$ cat src/rtl/ca_correlator.sv
// ca_correlator: single-channel C/A-code correlator for acquisition.
// Integrates 2-bit I/Q samples x local chip over one full code period.
//
// Ports:
//   clk, rst        clock, synchronous active-high reset
//   start           begin one integration (honoured in IDLE only)
//   s_valid/s_ready sample handshake; transfer = s_valid & s_ready
//   i_d1,i_d0       I sample: sign (1 = neg), magnitude (1 -> 3, 0 -> 1)
//   q_d1,q_d0       Q sample, same encoding
//   chip            local code chip (0 -> +1, 1 -> -1)
//   code_init       one-cycle reload strobe to the code generator
//   code_rd         advance strobe to the code generator (combinational)
//   busy            high in ARM, RUN, DONE
//   done            one-cycle pulse; acc_i/acc_q valid from this cycle
//   acc_i, acc_q    signed integrated results, held until next DONE
module ca_correlator #(
  parameter int SPC      = 4,
  parameter int CODE_LEN = 1023,
  parameter int ACC_W    = 16
) (
  input  logic                    clk,
  input  logic                    rst,
  input  logic                    start,
  input  logic                    s_valid,
  input  logic                    i_d1,
  input  logic                    i_d0,
  input  logic                    q_d1,
  input  logic                    q_d0,
  input  logic                    chip,
  output logic                    s_ready,
  output logic                    code_init,
  output logic                    code_rd,
  output logic                    busy,
  output logic                    done,
  output logic signed [ACC_W-1:0] acc_i,
  output logic signed [ACC_W-1:0] acc_q
);

  localparam int SW = (SPC > 1) ? $clog2(SPC) : 1;
  localparam int CW = (CODE_LEN > 1) ? $clog2(CODE_LEN) : 1;

  localparam logic [SW-1:0] SAMP_LAST = SW'(SPC - 1);
  localparam logic [CW-1:0] CHIP_LAST = CW'(CODE_LEN - 1);

  typedef enum logic [1:0] {
    IDLE,
    ARM,
    RUN,
    DONE
  } state_t;

  state_t state;

  logic [SW-1:0] samp_cnt;
  logic [CW-1:0] chip_cnt;

  logic signed [ACC_W-1:0] sum_i;
  logic signed [ACC_W-1:0] sum_q;
  logic signed [ACC_W-1:0] prod_i;
  logic signed [ACC_W-1:0] prod_q;
  logic signed [ACC_W-1:0] nxt_i;
  logic signed [ACC_W-1:0] nxt_q;

  logic xfer;
  logic last_samp;
  logic last_chip;

  // sample x chip: magnitude 1 or 3, negative when
  // sample sign and chip sign differ
  function automatic logic signed [ACC_W-1:0] term(
    input logic sgn,
    input logic mag
  );
    logic signed [ACC_W-1:0] m;
    m = mag ? ACC_W'(3) : ACC_W'(1);
    return sgn ? -m : m;
  endfunction

  // s_ready is a registered copy of (state == RUN)
  assign xfer      = s_ready & s_valid;
  assign last_samp = (samp_cnt == SAMP_LAST);
  assign last_chip = (chip_cnt == CHIP_LAST);

  // no advance after the final chip: the generator
  // is reloaded for the next integration instead
  assign code_rd = xfer & last_samp & ~last_chip;

  assign prod_i = term(i_d1 ^ chip, i_d0);
  assign prod_q = term(q_d1 ^ chip, q_d0);
  assign nxt_i  = sum_i + prod_i;
  assign nxt_q  = sum_q + prod_q;

  always_ff @(posedge clk) begin
    if (rst) begin
      state     <= IDLE;
      samp_cnt  <= '0;
      chip_cnt  <= '0;
      sum_i     <= '0;
      sum_q     <= '0;
      acc_i     <= '0;
      acc_q     <= '0;
      s_ready   <= 1'b0;
      code_init <= 1'b0;
      busy      <= 1'b0;
      done      <= 1'b0;
    end else begin
      unique case (state)
        IDLE: begin
          if (start) begin
            samp_cnt  <= '0;
            chip_cnt  <= '0;
            sum_i     <= '0;
            sum_q     <= '0;
            code_init <= 1'b1;
            busy      <= 1'b1;
            state     <= ARM;
          end
        end
        ARM: begin
          code_init <= 1'b0;
          s_ready   <= 1'b1;
          state     <= RUN;
        end
        RUN: begin
          if (xfer) begin
            sum_i <= nxt_i;
            sum_q <= nxt_q;
            if (last_samp) begin
              samp_cnt <= '0;
              if (last_chip) begin
                acc_i   <= nxt_i;
                acc_q   <= nxt_q;
                s_ready <= 1'b0;
                done    <= 1'b1;
                state   <= DONE;
              end else begin
                chip_cnt <= chip_cnt + CW'(1);
              end
            end else begin
              samp_cnt <= samp_cnt + SW'(1);
            end
          end
        end
        DONE: begin
          done  <= 1'b0;
          busy  <= 1'b0;
          state <= IDLE;
        end
      endcase
    end
  end

endmodule

$ cat config.mk
export PLATFORM = sky130hd
export DESIGN_NAME = ca_correlator
export DESIGN_NICKNAME = d
export VERILOG_FILES = /design/src/rtl/ca_correlator.sv
export SDC_FILE = /design/constraint.sdc
export NUM_CORES = 1
export LEC_CHECK = 0
export BUFFER_PORTS_ARGS = -buffer_cell sky130_fd_sc_hd__buf_4
export CORE_ASPECT_RATIO = 0.75
export CORE_MARGIN = 2
export CORE_UTILIZATION = 49
export CTS_BUF_LIST = sky130_fd_sc_hd__clkbuf_4
export DETAILED_ROUTE_END_ITERATION = 12
export PLACE_DENSITY = 0.65
export SKIP_LAST_GASP = 1
export SYNTH_ARGS = -nofsm -noshare
export SYNTH_HDL_FRONTEND = slang
export SYNTH_SLANG_ARGS = --single-unit
$ cat constraint.sdc
create_clock -name clk -period 4.57 [get_ports clk]
set_clock_uncertainty 0.15 [all_clocks]
set_input_delay 0.6855 -clock clk [delete_from_list [all_inputs] [get_ports clk]]
set_output_delay 0.6855 -clock clk [all_outputs]
set_load 0.1 [all_outputs]
# After elaboration in Yosys (flattened, before gate mapping)
# Index checks and enable logic that the tools add are counted.
# W data, S select, Z words.
totals:
  register_bits: 82
  out_inout_bits: 37
classes:
  bitwise: 6
  add_sub_neg: 6
  mux: 34
  reduce_logical: 14
  eq_ne: 10
op_table:
  columns: ["operator", "n"]
  rows:
  - ["$mux W16", 5]
  - ["$pmux W16 S2", 2]
  - ["$mux W10", 4]
  - ["$add A16 B16 Y16", 2]
  - ["$neg A2 Y16", 2]
  - ["$pmux W10 S2", 1]
  - ["$mux W2", 9]
  - ["$reduce_and A4 Y1", 4]
  - ["$add A10 B1 Y10 const B", 1]
  - ["$eq A10 B10 Y1 const B", 1]
  - ["$ne A2 B2 Y1 const B", 5]
  - ["$reduce_bool A2 Y1", 5]
  - ["$pmux W1 S2", 4]
  - ["$pmux W2 S4", 1]
  - ["$mux W1", 7]
  - ["$eq A2 B2 Y1 const B", 3]
  - ["$reduce_and A5 Y1", 1]
  - ["$pmux W2 S2", 1]
  - ["$reduce_and A2 Y1", 2]
  - ["$and A1 B1 Y1", 3]
  - ["$reduce_and A3 Y1", 1]
  - ["$add A2 B1 Y2 const B", 1]
  - ["$eq A2 B1 Y1 const B", 1]
  - ["$logic_not A2 Y1", 1]
  - ["2 further kinds", 3]

# Depth between registers and ports, before layout
# Gate-level depths: netlist of run 1.
logic_depth:
  ltp_word: 6
  depth_mapped: 12
  ltp_nobuf: 12

# Least setup slack after synthesis of run 1
# Ideal clock, no wire load.
synth_path:
  path_type: "input port to flip-flop"
  start: "input i_d1"
  end: "register acc_i[12]"
  path_buffers: 0
  cell_stages: 11
  path_slack_ns: 0.642
  setup_time_ns: 0.115
  t_arrival_ns: 3.663
  cell_sequence: "xor2_1 xor2_1 fa_1 a21oi_2 o211a_1 o21ai_2 a211o_1 a21o_1 a311oi_1 o21ai_1 and2_1"
synth_between:
  elab_chain_cells: 3
synth_rtl:
  columns: ["element", "line", "text"]
  rows:
  - ["from (decl)", "25", "input logic i_d1,"]
  - ["$xor A1 B1 Y1", "88", "assign prod_i = term(i_d1 ^ chip, i_d0);"]
  - ["$mux W16", "76", "return sgn ? -m : m;"]
  - ["$add A16 B16 Y16", "90", "assign nxt_i = sum_i + prod_i;"]
  - ["to (signal assigned)", "131", "acc_i <= nxt_i;"]
  - ["to (decl)", "35", "output logic signed [ACC_W-1:0] acc_i,"]
# Every way passes these cells.
# A chain may end at the register's enable or synchronous reset.

# Worst setup path after layout of run 1
# Ends and elaborated chain as after synthesis.

==> out/results.ini, run 1 <==
[worst_hold_path]
hold_start=acc_q[6]$_SDFFE_PP0P_
min_path_type=register to register

[pwr]
power_switching_uw=846
clkPwrFrac_pct=21.6
power.density_nw_per_um2=404
power_mw=2.05
vdd_drop_max_mv=0.225
p_leak_nw=2.11
p_seq_share_pct=39.9
cellInternalPower_mw=1.21
swShare_pct=41.2
comb_power_share_pct=38.5

[place]
port_buffers=45
place_congestion=0.916
dp_hpwl_um=6910

[clock_network]
hold_buffers=0
clock_latency_ps=450
root_buffer=clkbuf_4
ctsResizeCount=0
post_cts_buffers=0
cts.sinks=82
cts_tree=done
cts_made_buffers=9
clock_path_buffers=2
h-tree-depth=3
path_clk_slew_ps=140

[synthesis]
netlist_area_sq_um=4500
yosys_warnings=0
ys.flop_type=dfxtp_1
synth-seq-cells=82
async_flop_share_pct=0
synthCells=535
yosys-top-cells-area=dfxtp_1 36%, ha_1 9.7%, a21oi_1 6.6%, nand2_1 6.2%, nor2_1 4.5%
synth_edf_count=0
synth.distinct_cells=58
synth_area_per_cell_sq_um=8.41
synth_seq_area_share_pct=36.5
synth_top_area_share_pct=36.5
syn_nets=581
yosysTopAreaCell=dfxtp_1

[floorplan]
start_util_pct=50.1
die_x_um=115
io_pins=46
coreArea_sq_um=8970
fp.dieH_um=87.0
dieArea_sq_um=9970
rows=30

[timing]
max_freq_ghz=0.313
min_period_ps=3190
hold_viol=0
relSlewSlack_pct=35.2
setup_violations=0
fin_crit_sh_pct=69.8
drv_slew=0
tns_ps=0
grt_setup_unrepaired=no
worst_pin_slew_ps=970

[critical_path]
crit_arrival_ps=3410
critPathLaunch=i_d1
regToRegSetupSlack_ps=1840
required_ps=4790
cp_max_fo=20
critPathCaptureType=register
r2r-start=sum_i[0]$_SDFFE_PP0P_
crit_type=primary input to register
crit_path_start_kind=primary input

[layout]
final_common_cell=dfxtp_1
diodes=0
drive_gt1_share_pct=14.8
final_cell_mix=82 x dfxtp_1, 74 x nand2_1, 59 x a21oi_1
seqCellArea_sq_um=1640
finalNetCount=624
synthToLayoutAreaGrowth_pct=13.1
multi_input_comb_area_sq_um=2710
nFillCells=834

[routing]
drt_iter0_drc=187
via_per_inst=5.50
first_pass_iters=5
via_count=3824
drt_wl_total_um=9800
drc=0
drtAntennaViolNets=0
wire_per_inst_um=14.1

[global_route]
grt.overflow.total=0
grt_pass1_vias=3479
grt_pass1_wl_um=16700
grt_max_degree=61
grt_use_total_pct=21.1
antenna_found_initial=0

[job]
drv_cap=0

[status]
outcome=finished clean

worst max-delay path, stage by stage:
cell and delay [ps]:
buf_4 110, xor2_1 140, buf_4 270, xor2_1 140, fa_1 430, a21oi_2 210, o211a_1 190, o21ai_2 80
a211o_1 350, a21o_1 170, a311oi_1 350, o21ai_1 90, and2_1 180
sequential cells by signal (all words and copies together) (netlist names):
| name | count |
|---|---|
| acc_q | 16 |
| chip_cnt | 10 |
| acc_i | 16 |
| state | 2 |
| samp_cnt | 2 |
| done | 1 |
| sum_i | 16 |
| sum_q | 16 |
| busy | 1 |
| s_ready | 1 |
| code_init | 1 |
power groups by stage:
stage | Sequential, mW | Combinational [mW] | Clock (mW)
after floorplan | 0.891 | 0.566 | 0
after global placement | 0.833 | 0.774 | 0
after detailed placement | 0.834 | 0.786 | 0
after CTS | 0.819 | 0.790 | 0.460
after global routing | 0.828 | 0.884 | 0.489
final | 0.819 | 0.791 | 0.443
area by class of cell:
cell class              count  share of cell area [%]
inverters                  18                    1.33
repair buffers             51                    7.53
clock inverters             7                    1.50
flip-flops and latches     82                    32.3
clock buffers               9                    1.33
well taps                 112                    2.75
multi-input cells         416                    53.3
routing by layer:
layer  up-vias  track usage (%)  routed length (um)
li1       1996                -                   -
met2        71             31.0                4230
met4         0             4.77                  53
met1      1753             30.7                5040
met5         -                0                   0
met3         4             6.12                 483
cell families (layout without fill, tap and decap cells):
kind of cell,after synthesis,count (layout),share of synthesized area (%)
XOR/XNOR,33,33,6.43
AND/OR/NAND/NOR,187,187,18.9
flip-flops,82,82,36.5
adder cells (fa/ha/maj),37,37,10.6
buffers and inverters,37,85,3.37
multiplexers,3,3,0.668
AO/OA/AOI/OAI,156,156,23.5
worst paths after layout:
check | endpoint | depth (start not counted)
min reg2reg | acc_q[6]$_SDFFE_PP0P_ | 2
max | acc_i[12]$_SDFFE_PP0P_ | 13
max reg2reg | acc_i[12]$_SDFFE_PP0P_ | 9
min | acc_q[6]$_SDFFE_PP0P_ | 2
per-stage QoR:
stage          hold slack (ps)  util (%)  instances  cell area [sq um]  setup WS [ps]
2_1_floorplan              282         -        535               4500            642
3_3_place_gp               293      55.1        679               4940            984
5_1_grt                    330      56.7        695               5090           1190
4_1_cts                    317      56.7        695               5090           1420
3_5_place_dp               298      55.1        679               4940            908
6_report                   313      56.7        695               5090           1380
synthesized netlist by cell type, types with 5 or more instances:
cell type / number
a211oi_1: 7
a21o_1: 8
a21oi_1: 59
a22o_1: 15
a22oi_1: 9
clkbuf_1: 11
dfxtp_1: 82
ha_1: 35
inv_1: 18
nand2_1: 74
nand2b_1: 5
nand3_1: 14
nand4_1: 5
nor2_1: 54
nor3_1: 7
o21ai_0: 15
o21ai_1: 8
xnor2_1: 16
xor2_1: 17
Power figures use the tool's default switching activity.
==> run 2, diff against run 1 <==
--- a/config.mk
+++ b/config.mk
@@ -11,7 +11,7 @@
 export CORE_UTILIZATION = 49
 export CTS_BUF_LIST = sky130_fd_sc_hd__clkbuf_4
 export DETAILED_ROUTE_END_ITERATION = 12
-export PLACE_DENSITY = 0.65
+export PLACE_DENSITY = 0.68
 export SKIP_LAST_GASP = 1
 export SYNTH_ARGS = -nofsm -noshare
 export SYNTH_HDL_FRONTEND = slang
==> constraint.sdc (replaced) <==
create_clock -name clk -period 2.7 [get_ports clk]
set_clock_uncertainty 0.15 [all_clocks]
set_input_delay 0.405 -clock clk [delete_from_list [all_inputs] [get_ports clk]]
set_output_delay 0.405 -clock clk [all_outputs]
set_load 0.1 [all_outputs]
==> run 2 against run 1 <==
  * First-iteration DRC count is 20% higher
  * Clock power is 70% higher
  * Register-to-register slack worse by 1600 ps
  * Worst hold slack worse by 120 ps
  * Critical path depth is 1 higher
  * Via count is 6.0% higher
  * Wire length is 8.9% higher
  * Sequential cell count stayed put
  * Power is 83% higher
  * Combinational power is 100% higher
  * Critical path type unchanged
  * Largest power group is now combinational cells
==> out/results.ini, run 2 (synthesized netlist as in run 1, its figures left out) <==
[status]
outcome=finished clean  ; unchanged

[clock_network]
hold_buffers=0  ; unchanged
cts_tree=done  ; unchanged
clock_path_buffers=2  ; unchanged
h-tree-depth=3  ; unchanged
clock_latency_ps=460  ; was 450 ps
cts.sinks=82  ; unchanged
cts_made_buffers=9  ; unchanged
path_clk_slew_ps=140  ; about the same
root_buffer=clkbuf_4  ; unchanged

[routing]
via_per_inst=5.37  ; was 5.50
first_pass_iters=4  ; was 5
drt_wl_total_um=10700  ; was 9800 um
drtAntennaViolNets=0  ; unchanged
via_count=4055  ; was 3,824
drc=0  ; unchanged
drt_iter0_drc=224  ; was 187
wire_per_inst_um=14.1  ; about the same

[global_route]
top_usage_layer=met2  ; unchanged
grt_use_total_pct=22.9  ; was 21.1%
grt_pass1_vias=3952  ; was 3,479
use_met2_pct=36.5  ; was 31.0%
antenna_found_initial=0  ; unchanged
grt_pass1_wl_um=18200  ; was 16,700 um
use_met1_pct=31.1  ; was 30.7%
grt_max_degree=38  ; was 61
grt.overflow.total=0  ; unchanged
use_met3_pct=5.01  ; was 6.12%

[critical_path]
crit_arrival_ps=2850  ; was 3410 ps
path_buf_inv=3  ; was 2
cpMostUsedCell=buf_4
crit_type=primary input to register  ; unchanged
crit_path_start_kind=primary input  ; unchanged
crit_slowest_cell=fa_2  ; was fa_1
crit_path_max_incr_delay_ps=340  ; was 430 ps
cp_max_fo=4  ; was 20
r2r-start=sum_i[0]$_SDFFE_PP0P_  ; unchanged
reg2regPathDepth=9  ; unchanged
path_cells=buf_4, xor2_4, xor2_2, inv_1, fa_2, nor2b_1, o21ai_1, a211oi_2, o31ai_1, a21o_1, a21oi_2, buf_4, xor2_1, a22o_1  ; was buf_4, xor2_1, buf_4, xor2_1, fa_1, a21oi_2, o211a_1, o21ai_2, a211o_1, a21o_1, a311oi_1, o21ai_1, and2_1
regToRegSetupSlack_ps=210  ; was 1840 ps
rr_endpoint=sum_i[14]$_SDFFE_PP0P_  ; was acc_i[12]$_SDFFE_PP0P_
path_delay_family=compound AO/OA/AOI/OAI gates  ; unchanged
required_ps=2960  ; was 4790 ps
critPathCaptureType=register  ; unchanged

[floorplan]
dieArea_sq_um=9970  ; unchanged
start_util_pct=50.1  ; unchanged
fp.dieH_um=87.0  ; unchanged
coreArea_sq_um=8970  ; unchanged
die_x_um=115  ; unchanged
io_pins=46  ; unchanged
rows=30  ; unchanged

[pwr]
clkPwrFrac_pct=20.1  ; was 21.6%
power.density_nw_per_um2=663  ; was 404 nW/um^2
p_leak_nw=2.41  ; was 2.11 nW
swShare_pct=40.0  ; was 41.2%
cellInternalPower_mw=2.26  ; was 1.21 mW
power_switching_mw=1.50  ; was 846 uW
vdd_drop_max_mv=0.282  ; was 0.225 mV
power_mw=3.76  ; was 2.05 mW
comb_power_share_pct=43.0  ; was 38.5%
p_seq_share_pct=36.9  ; was 39.9%

[timing]
final.setup.worst_slack_ps=112  ; was 1380 ps
fin_crit_sh_pct=95.8
worst_pin_slew_ps=573  ; was 970 ps
drv_slew=0  ; unchanged
grt_setup_unrepaired=yes  ; was no
min_period_ps=2590
worst_hold_slack_ps=196  ; was 313 ps
hold_viol=0  ; unchanged
relSlewSlack_pct=61.6  ; was 35.2%
setup_violations=0  ; unchanged
max_freq_ghz=0.386

[layout]
multi_input_comb_area_sq_um=2820  ; was 2710 sq um
final_common_cell=buf_4  ; was dfxtp_1
seqCellArea_sq_um=1640  ; unchanged
synthToLayoutAreaGrowth_pct=26.0  ; was 13.1%
nFillCells=774  ; was 834
finalNetCount=684  ; was 624
drive_gt1_share_pct=25.2  ; was 14.8%
fin_util_pct=63.2  ; was 56.7%
final_area_sq_um=5670  ; was 5090 sq um
final_cell_mix=109 x buf_4, 82 x dfxtp_1, 74 x nand2_1  ; was 82 x dfxtp_1, 74 x nand2_1, 59 x a21oi_1
diodes=0  ; unchanged

[worst_hold_path]
min_path_cells=5  ; was 2
hold_start=start  ; was acc_q[6]$_SDFFE_PP0P_
min_path_type=primary input to register  ; was register to register
hold_path_end=busy$_SDFFE_PP0P_  ; was acc_q[6]$_SDFFE_PP0P_

[place]
dp_hpwl_um=7860  ; was 6910 um
place_congestion=0.865  ; was 0.916
port_buffers=45  ; unchanged
placedInstanceArea_sq_um=5460  ; was 4940 sq um
pre_cts_ws_ps=-400  ; was 908 ps

[job]
drv_cap=0  ; unchanged

==> run 2: cell types whose count changed in the layout (fill, tap and decap cells not counted), sizes merged <==
cell      before  now
buf           51  111
clkbuf         9   10
clkinv         3    1
clkinvlp       1    3
inv           20   19
==> run 2: what timing repair did <==
item / 4_1_cts / 5_1_grt
buffers inserted: 0 / 4
gates resized for setup: 0 / 6
endpoints found under the setup margin: 0 / 6
==> run 2: cell type report <==
class | instances | area share, %
Tap cell | 112 | 2.47
Multi-Input combinational cell | 416 | 49.7
Clock buffer | 10 | 1.32
Timing Repair Buffer | 111 | 15.1
Inverter | 18 | 1.19
Clock inverter | 6 | 1.17
Sequential cell | 82 | 29.0
==> run 2: routing by layer <==
metal	part of all wire [%]	vias up
li1	-	2111
met1	50	1881
met2	45	51
met3	2.9	12
met4	1.3	0
met5	0	-
==> run 2: how the worst max path moves through the flow <==
| stage | start | cells after the start | endpoint | slack, ps |
|---|---|---|---|---|
| 5_1_grt | chip | 14 | sum_q[14]$_SDFFE_PP0P_ | -60 |
| 6_report | chip | 14 | sum_q[14]$_SDFFE_PP0P_ | 110 |
| 2_1_floorplan | chip | 11 | sum_i[14]$_SDFFE_PP0P_ | -250 |
| 4_1_cts | chip_cnt[3]$_SDFFE_PP0P_ | 5 | code_rd | 60 |
| 3_5_place_dp | chip | 14 | sum_q[14]$_SDFFE_PP0P_ | -400 |
| 3_3_place_gp | chip | 13 | acc_q[14]$_SDFFE_PP0P_ | -310 |
==> run 2: power groups by stage <==
stage	clock, mW	sequential [mW]	combinational, mW
floorplan	0	1.51	0.978
global placement	0	1.41	1.56
detailed placement	0	1.41	1.59
CTS	0.775	1.39	1.60
global route	0.821	1.40	1.79
finish	0.755	1.39	1.62
==> run 2: worst reg2reg max path, stage by stage (launching register included) <==
cell and delay, ps:
dfxtp_1 410, fa_2 420, a21oi_2 150, o211a_1 180, o21ai_2 70, a211o_1 310
a21bo_1 220, a31oi_2 180, xnor2_1 90, a22o_1 200
==> run 2: metrics by stage <==
step,TNS [ps],std cells
after floorplan,-1140,535
after global placement,-3430,735
after detailed placement,-4610,735
after CTS,0,751
after global routing,-98.6,755
final,0,755
==> run 3, diff against run 2 <==
--- a/config.mk
+++ b/config.mk
@@ -5,13 +5,14 @@
 export SDC_FILE = /design/constraint.sdc
 export NUM_CORES = 1
 export LEC_CHECK = 0
-export BUFFER_PORTS_ARGS = -buffer_cell sky130_fd_sc_hd__buf_4
+export BUFFER_PORTS_ARGS = -buffer_cell sky130_fd_sc_hd__buf_2
 export CORE_ASPECT_RATIO = 0.75
 export CORE_MARGIN = 2
 export CORE_UTILIZATION = 49
 export CTS_BUF_LIST = sky130_fd_sc_hd__clkbuf_4
 export DETAILED_ROUTE_END_ITERATION = 12
 export PLACE_DENSITY = 0.68
+export SETUP_SLACK_MARGIN = 0.1
 export SKIP_LAST_GASP = 1
 export SYNTH_ARGS = -nofsm -noshare
 export SYNTH_HDL_FRONTEND = slang
==> run 3 against run 2 <==
  * Setup slack gained 50 ps
  * Core utilization grew 0.67 points
  * Global-route usage grew 0.26 points
  * Sequential power is essentially flat
  * Via count grew 3.8%
  * Register-to-register slack is essentially flat
  * Power grew 2.0%
==> out/results.ini, run 3 (synthesized netlist as in run 1, its figures left out) <==
[status]
outcome=finished clean  ; unchanged

[floorplan]
dieArea_sq_um=9970  ; unchanged
coreArea_sq_um=8970  ; unchanged
rows=30  ; unchanged
io_pins=46  ; unchanged
start_util_pct=50.1  ; unchanged
fp.dieH_um=87.0  ; unchanged
die_x_um=115  ; unchanged

[timing]
worst_hold_slack_ps=195  ; was 196 ps
min_period_ps=2540  ; was 2590 ps
max_freq_ghz=0.394  ; was 0.386 GHz
drv_slew=0  ; unchanged
fin_crit_sh_pct=94.0  ; was 95.8%
final.setup.worst_slack_ps=162  ; was 112 ps
relSlewSlack_pct=60.5  ; was 61.6%
setup_violations=0  ; unchanged
grt_setup_unrepaired=yes  ; unchanged
hold_viol=0  ; unchanged
worst_pin_slew_ps=588  ; was 573 ps

[routing]
wire_per_inst_um=14.9  ; was 14.1 um
drt_iter0_drc=214  ; was 224
drtAntennaViolNets=0  ; unchanged
met1Wirelength_um=5270  ; was 5380 um
wl_met2_um=5480  ; was 4850 um
routed.top_layer=met4  ; unchanged
via_per_inst=5.53  ; was 5.37
via_count=4210  ; was 4,055
drc=0  ; unchanged
dr_wl_met3_um=503  ; was 309 um
first_pass_iters=5  ; was 4
drt_wl_total_um=11400  ; was 10,700 um

[pwr]
cellInternalPower_mw=2.28  ; was 2.26 mW
comb_power_share_pct=43.9  ; was 43.0%
power_mw=3.84  ; was 3.76 mW
vdd_drop_max_mv=0.339  ; was 0.282 mV
power.density_nw_per_um2=669  ; was 663 nW/um^2
swShare_pct=40.5  ; was 40.0%
p_leak_nw=2.44  ; was 2.41 nW
p_seq_share_pct=36.4  ; was 36.9%
clkPwrFrac_pct=19.7  ; was 20.1%
power_switching_mw=1.55  ; was 1.50 mW

[critical_path]
crit_slowest_cell=fa_2  ; unchanged
rr_endpoint=sum_i[14]$_SDFFE_PP0P_  ; unchanged
cp-endpoint=sum_i[14]$_SDFFE_PP0P_  ; was sum_q[14]$_SDFFE_PP0P_
crit_path_max_incr_delay_ps=400  ; was 340 ps
cp_max_fo=4  ; unchanged
critPathLaunch=i_d1  ; was chip
crit_arrival_ps=2750  ; was 2850 ps
critPathCaptureType=register  ; unchanged
reg2regPathDepth=9  ; unchanged
crit_type=primary input to register  ; unchanged
path_cells=buf_2, xor2_4, xor2_2, fa_2, a21oi_2, o211a_1, o21ai_2, a211o_1, a21bo_1, a31oi_2, xnor2_1, a22o_1  ; was buf_4, xor2_4, xor2_2, inv_1, fa_2, nor2b_1, o21ai_1, a211oi_2, o31ai_1, a21o_1, a21oi_2, buf_4, xor2_1, a22o_1
r2r-start=sum_i[0]$_SDFFE_PP0P_  ; unchanged
required_ps=2920  ; was 2960 ps
regToRegSetupSlack_ps=220  ; was 210 ps
path_delay_family=compound AO/OA/AOI/OAI gates  ; unchanged
path_buf_inv=1  ; was 3
path_depth=12  ; was 14
crit_path_start_kind=primary input  ; unchanged

[clock_network]
cts_tree=done  ; unchanged
cts.sinks=82  ; unchanged
h-tree-depth=3  ; unchanged
clock_latency_ps=460  ; about the same
path_clk_slew_ps=140  ; about the same
hold_buffers=0  ; unchanged
cts_made_buffers=9  ; unchanged
clock_path_buffers=2  ; unchanged
root_buffer=clkbuf_4  ; unchanged

[global_route]
grt_use_total_pct=23.2  ; was 22.9%
grt_pass1_wl_um=18500  ; was 18,200 um
antenna_found_initial=1  ; was 0
grt.overflow.total=0  ; unchanged
grt_max_degree=31  ; was 38
grt_pass1_vias=4064  ; was 3,952

[layout]
finalNetCount=689  ; was 684
finalNonFillerCells=761  ; was 755
nFillCells=761  ; was 774
seqCellArea_sq_um=1640  ; about the same
drive_gt1_share_pct=27.9  ; was 25.2%
final_common_cell=dfxtp_1  ; was buf_4
multi_input_comb_area_sq_um=2930  ; was 2820 sq um
fin_util_pct=63.9  ; was 63.2%
synthToLayoutAreaGrowth_pct=27.4  ; was 26.0%
final_cell_mix=80 x dfxtp_1, 73 x nand2_1, 69 x buf_4  ; was 109 x buf_4, 82 x dfxtp_1, 74 x nand2_1

[place]
port_buffers=45  ; unchanged
place_congestion=0.836  ; was 0.865
place_inst=735  ; unchanged
pre_cts_ws_ps=-450  ; was -400 ps
dp_hpwl_um=7980  ; was 7860 um

[job]
drv_cap=0  ; unchanged

[worst_hold_path]
min_path_type=primary input to register  ; unchanged

run 3: cell types whose count changed in the layout (fill, tap and decap cells not counted), moves of 2 or more:
cell / previous run / this run
buf_2: 0 / 42
buf_4: 109 / 69
ha_1: 34 / 28
ha_4: 1 / 7
buf_8: 0 / 3
clkinv_4: 0 / 2
clkinvlp_4: 3 / 1
dfxtp_1: 82 / 80
dfxtp_2: 0 / 2
run 3: repair_timing:
item / 4_1_cts / 5_1_grt
gates resized for setup: 3 / 31
setup endpoints to repair: 4 / 10
buffers inserted: 1 / 8
pin swaps: 3 / 20
run 3: final cells by class:
cell class | count | area share [%]
Sequential cell | 82 | 28.7
Timing Repair Buffer | 116 | 14.0
Antenna cell | 1 | 0.0437
Tap cell | 112 | 2.45
Inverter | 18 | 1.18
Clock inverter | 7 | 1.35
Multi-Input combinational cell | 416 | 51.1
Clock buffer | 9 | 1.18
run 3: metal layers:
layer	vias up	GRT usage, %
li1	2120	-
met1	1992	29.6
met2	87	39.1
met3	11	6.33
met4	0	5.88
met5	-	0
run 3: power by group through the flow:
stage	Combinational, mW	Clock [mW]	Sequential (mW)
2_1_floorplan	0.978	0	1.51
4_1_cts	1.60	0.785	1.39
5_1_grt	1.85	0.839	1.41
6_report	1.68	0.757	1.39
3_3_place_gp	1.54	0	1.40
3_5_place_dp	1.59	0	1.41
run 3: how the worst min path moves through the flow:
stage,start,endpoint,slack (ps),cells after the start
after floorplan,sum_i[12]$_SDFFE_PP0P_,sum_i[12]$_SDFFE_PP0P_,280,2
after global placement,acc_i[9]$_SDFFE_PP0P_,acc_i[9]$_SDFFE_PP0P_,290,2
after detailed placement,acc_i[11]$_SDFFE_PP0P_,acc_i[11]$_SDFFE_PP0P_,300,2
after CTS,start,code_init$_SDFFE_PP0P_,170,5
after global routing,rst,sum_i[4]$_SDFFE_PP0P_,210,2
final,start,code_init$_SDFFE_PP0P_,190,5
run 3: stage by stage:
stage	TNS [ps]	area, sq um
CTS	0	5500
finish	0	5730
floorplan	-1140	4570
global placement	-4370	5330
global route	0	5730
detailed placement	-6460	5330
run 3: worst register-to-register path, delay by kind of cell (launching register included):
family / cells / cell delay, ps
xor+xnor: 1 / 80
fa+ha+maj: 1 / 420
flops: 1 / 390
compound gates: 7 / 1350
